`config.mk`:
```
export PLATFORM = sky130hd
export DESIGN_NAME = fsm_ctrl_param
export DESIGN_NICKNAME = d
export VERILOG_FILES = /design/src/rtl/fsm_ctrl_pkg.sv /design/src/rtl/prio_enc_lsb.sv /design/src/rtl/fsm_ctrl_param.sv
export SDC_FILE = /design/constraint.sdc
export NUM_CORES = 1
export LEC_CHECK = 0
export ABC_AREA = 1
export ABC_CLOCK_PERIOD_IN_PS = 1220
export BUFFER_PORTS_ARGS = -buffer_cell sky130_fd_sc_hd__buf_2
export CAP_MARGIN = 0
export CORE_MARGIN = 2
export CORE_UTILIZATION = 30
export CTS_CLUSTER_DIAMETER = 40
export DETAILED_ROUTE_END_ITERATION = 16
export PLACE_DENSITY = 0.65
export SYNTH_ARGS = -nofsm -noshare
export SYNTH_HDL_FRONTEND = slang
export SYNTH_HIERARCHICAL = 1
export SYNTH_SLANG_ARGS = --single-unit
```
`constraint.sdc`:
```
create_clock -name clk -period 1.22 [get_ports clk]
set_clock_uncertainty 0.15 [all_clocks]
set_input_delay 0.244 -clock clk [delete_from_list [all_inputs] [get_ports clk]]
set_output_delay 0.244 -clock clk [all_outputs]
set_load 0.02 [all_outputs]
```
`src/rtl/fsm_ctrl_pkg.sv`:
```
// Shared state encodings and width helpers for the FIFO-monitor controller.
package fsm_ctrl_pkg;

  localparam int unsigned STATE_W = 3;

  localparam logic [STATE_W-1:0] ST_RESET  = 3'd0;
  localparam logic [STATE_W-1:0] ST_INIT   = 3'd1;
  localparam logic [STATE_W-1:0] ST_IDLE   = 3'd2;
  localparam logic [STATE_W-1:0] ST_ACTIVE = 3'd3;
  localparam logic [STATE_W-1:0] ST_ERROR  = 3'd4;

  // Index width for n entries, never narrower than one bit.
  function automatic int unsigned idx_width(input int unsigned n);
    return (n > 1) ? $clog2(n) : 1;
  endfunction

endpackage

```
`src/rtl/prio_enc_lsb.sv`:
```
// Lowest-set-bit priority encoder; index is 0 when no request bit is set.
module prio_enc_lsb
  import fsm_ctrl_pkg::*;
#(
  parameter int unsigned NUM_FIFOS = 9,
  localparam int unsigned ID_W = idx_width(NUM_FIFOS)
) (
  input  logic [NUM_FIFOS-1:0] req,
  output logic [ID_W-1:0]      idx
);

  logic found;

  always_comb begin
    idx   = '0;
    found = 1'b0;
    for (int unsigned i = 0; i < NUM_FIFOS; i++) begin
      if (req[i] && !found) begin
        idx   = ID_W'(i);
        found = 1'b1;
      end
    end
  end

endmodule

```
`src/rtl/fsm_ctrl_param.sv`:
```
// FIFO-bank monitor FSM with threshold latching and sticky error capture.
// Optional threshold validity check enabled by defining FSM_TH_CHECK_EN.
module fsm_ctrl_param
  import fsm_ctrl_pkg::*;
#(
  parameter int unsigned NUM_FIFOS = 9,
  parameter int unsigned TH_WIDTH  = 3,
  localparam int unsigned ID_W = idx_width(NUM_FIFOS)
) (
  input  logic                 clk,
  input  logic                 reset,
  input  logic                 init,
  input  logic [TH_WIDTH-1:0]  th_almost_full,
  input  logic [TH_WIDTH-1:0]  th_almost_empty,
  input  logic [NUM_FIFOS-1:0] fifos_empty,
  input  logic [NUM_FIFOS-1:0] fifos_error,
  output logic [TH_WIDTH-1:0]  th_fifos_almost_full,
  output logic [TH_WIDTH-1:0]  th_fifos_almost_empty,
  output logic                 idle,
  output logic                 active,
  output logic                 error_out,
  output logic [ID_W-1:0]      error_id,
  output logic                 th_invalid,
  output logic [STATE_W-1:0]   state
);

  logic [STATE_W-1:0] state_next;
  logic [ID_W-1:0]    enc_idx;
  logic               th_ok;
  logic               any_error;
  logic               all_empty;

  prio_enc_lsb #(.NUM_FIFOS(NUM_FIFOS)) u_prio_enc (
    .req (fifos_error),
    .idx (enc_idx)
  );

`ifdef FSM_TH_CHECK_EN
  assign th_ok = (th_almost_empty < th_almost_full);
`else
  assign th_ok = 1'b1;
`endif

  assign any_error = |fifos_error;
  assign all_empty = &fifos_empty;

  // Priority inside each state: error, then init, then empty-based move.
  always_comb begin
    state_next = state;
    case (state)
      ST_RESET:  state_next = ST_INIT;
      ST_INIT: begin
        if (any_error)           state_next = ST_ERROR;
        else if (!init && th_ok) state_next = ST_IDLE;
        else                     state_next = ST_INIT;
      end
      ST_IDLE: begin
        if (any_error)       state_next = ST_ERROR;
        else if (init)       state_next = ST_INIT;
        else if (!all_empty) state_next = ST_ACTIVE;
      end
      ST_ACTIVE: begin
        if (any_error)      state_next = ST_ERROR;
        else if (init)      state_next = ST_INIT;
        else if (all_empty) state_next = ST_IDLE;
      end
      ST_ERROR:  state_next = ST_ERROR;
      default:   state_next = ST_RESET;
    endcase
  end

  always_ff @(posedge clk) begin
    if (reset) begin
      state                 <= ST_RESET;
      th_fifos_almost_full  <= '0;
      th_fifos_almost_empty <= '0;
      error_id              <= '0;
      th_invalid            <= 1'b0;
    end else begin
      state      <= state_next;
      th_invalid <= (state_next == ST_INIT) && !th_ok;
      if (state == ST_INIT) begin
        th_fifos_almost_full  <= th_almost_full;
        th_fifos_almost_empty <= th_almost_empty;
      end
      if (state_next == ST_ERROR && state != ST_ERROR)
        error_id <= enc_idx;
    end
  end

  assign idle      = (state == ST_IDLE);
  assign active    = (state == ST_ACTIVE);
  assign error_out = (state == ST_ERROR);

endmodule

```
==> results.txt <==
status -> finished with violations
failing checks -> setup timing
CP peak stage delay -> 0.37 ns
Hold Crit Class -> in2reg
Final period util -> 1.15
Fin Setup TNS -> -0.654 ns
wirelength, routed -> 1.95 mm
port buffer count -> 42
Core Box Area -> 2280 um^2
Via density -> 4.57
DIE AREA -> 2870 um^2
Clk Tree Root Cell -> clkbuf_4
WL met1 -> 789 um
vias in the first global route -> 800
critical path arrival -> 1.01 ns
final hold viol count -> 0
ratio of cells with drive above 1 in the final layout -> 0.515
placed cell count -> 192
Rows -> 17
YS warnings -> 6
first-pass GRT wire length -> 2.99 mm
CP Launch Type -> flop
dpl hpwl -> 1.51 mm
top layer reached by signal wires -> met4
total CTS buffers -> 3
Critical Path Fanout Max -> 4
WS Path Type -> reg2out
initial antenna violation count -> 0
initial drt markers -> 8
Seq/Total Area, Yosys -> 0.353
Post-Layout Cell Count -> 197
fillcell total -> 236
CTS tree -> done
library cells used by synthesis -> 18
die height -> 53.6 um
Buf+Inv Stages, Crit Path -> 2
Antenna Nets Post-Route -> 0
CP delay by family, top -> flip-flops
Clock Latency Late Sink -> 0.27 ns
IO Pins -> 44
final max-slew violation count -> 0
Post-synth ARST share -> 0
final worst path period need -> 1.41 ns
Die W -> 53.6 um
CTS clk-pin slew, worst paths -> 0.08 ns
CTS max path bufs -> 2
Nets -> 197
RSZ-0062 raised after global routing -> yes
cells after synthesis -> 116
CTS H-tree depth -> 1
Worst path most repeated cell -> buf_6
Placer Congestion -> 0.709
LEAKAGE -> 0.593 nW
diodes inserted -> 0
dominant synthesized flop cell -> dfxtp_1
#FFs+latches synth -> 13
Crit path required time -> 0.83 ns
synthesized area per cell -> 6.35 um^2
Initial Utilization -> 0.324
Post-Syn Area -> 737 um^2
TritonCTS Sinks -> 13
Power Dens Cells -> 1000 nW/um^2
syn_nets -> 143
Routed wire per std cell -> 9.90 um
drt pass-1 iters -> 4
final setup margin -> -0.186 ns
final setup fails -> 6
max cap viols -> 0
metal3 WL -> 111 um
vias -> 901
largest net degree at the start of global routing -> 11
Post-route DRC -> 0
Post-synth EDFFs -> 0
total gr overflow -> 0
Slowest cell on crit path -> dfxtp_4
CP Capture Type -> output pin
CP Cell Sequence -> buf_6 -> nor3_4 -> buf_6
Global Route Usage Sum -> 0.139
met2 WL post-DR -> 994 um
worst vdd ir -> 0.000439 V
P&R area growth vs syn -> 63.3%
Achievable Freq -> 711 MHz
[through the flow]
step / utilization / total power (W) / hold WS (ns) / area, um^2 / setup slack [ns]
2_1_floorplan: - / 0.000736 / 0.257 / 766 / -0.00598
3_3_place_gp: 0.462 / 0.000873 / 0.297 / 1050 / -0.124
3_5_place_dp: 0.462 / 0.000883 / 0.299 / 1050 / -0.170
4_1_cts: 0.491 / 0.00116 / 0.0813 / 1120 / -0.213
5_1_grt: 0.529 / 0.00128 / 0.0864 / 1200 / -0.230
6_report: 0.529 / 0.00121 / 0.0870 / 1200 / -0.186
[cell families (layout without fill, tap and decap cells)]
kind of cell | after synthesis | count (layout) | share of synthesized area
compound gates | 15 | 15 | 0.107
buf+inv | 16 | 69 | 0.0934
flops | 13 | 13 | 0.353
other cells | 1 | 1 | 0.00509
simple gates | 71 | 71 | 0.441
[worst reg2reg max path: stages (launching register included)]
cell and delay (ns):
dfxtp_4 0.39, buf_6 0.13, nor2_4 0.19, nand2_4 0.11, nand2_2 0.09, a21oi_2 0.05
[synth_stat cells, types with 2 or more instances]
cell type,number,share of area
nor2_4,2,0.031
o21ai_0,5,0.034
nor2_1,21,0.11
a21oi_1,9,0.061
buf_4,2,0.020
dfxtp_1,13,0.35
nand3_1,10,0.068
nand2_1,25,0.13
nor3_1,6,0.041
nor2_2,4,0.034
inv_1,12,0.061
[final timing paths]
check | from | endpoint | slack [ns] | depth (start not counted)
min | th_almost_full[0] | th_fifos_almost_full[0] | 0.09 | 3
max | state[0] | error_out | -0.19 | 3
max reg2reg | state[1] | th_fifos_almost_empty[0] | 0.02 | 5
min reg2reg | th_fifos_almost_empty[1] | th_fifos_almost_empty[1] | 0.30 | 2
[registers in the layout, summed over array words and instances, names as in the netlist]
| register | cells |
|---|---|
| error_id | 4 |
| state | 3 |
| th_fifos_almost_empty | 3 |
| th_fifos_almost_full | 3 |
[layer usage]
metal,vias up,track usage
met4,0,0.0726
met3,6,0.0250
li1,473,-
met5,-,0
met2,33,0.259
met1,389,0.147
[what timing repair did]
item | CTS | global route
setup endpoints to repair | 12 | 17
setup buffers | 1 | 1
gates resized for setup | 12 | 27
pin swaps | 0 | 6
hold buffers | 0 | 0
[cell usage in the layout (no fill, tap or decap), types with 2 or more instances in the layout]
cell type / instances
a21oi_2: 5
inv_1: 9
nand2_4: 2
nand2_2: 6
buf_6: 7
dfxtp_1: 10
nor2_4: 3
buf_4: 10
buf_2: 35
dfxtp_4: 3
a21oi_1: 4
nand3_2: 2
inv_2: 2
nand3_1: 8
o21ai_0: 4
nor2_1: 19
nand2_1: 18
nor2_2: 5
clkbuf_4: 3
nor3_1: 5
[power by group]
group          internal (W)  switching, W  total (W)
clock network      0.000126      0.000133   0.000259
logic              0.000188      0.000257   0.000446
registers          0.000467     0.0000333   0.000500
[area by class of cell]
type | instances | area (um^2) | area share
well taps | 28 | 35.0 | 0.0291
clock buffers | 4 | 26.3 | 0.0218
flip-flops and latches | 13 | 272 | 0.226
multi-input cells | 87 | 485 | 0.403
inverters | 13 | 56.3 | 0.0468
repair buffers | 52 | 329 | 0.273
Note: power is estimated with default switching activity, not from simulation.
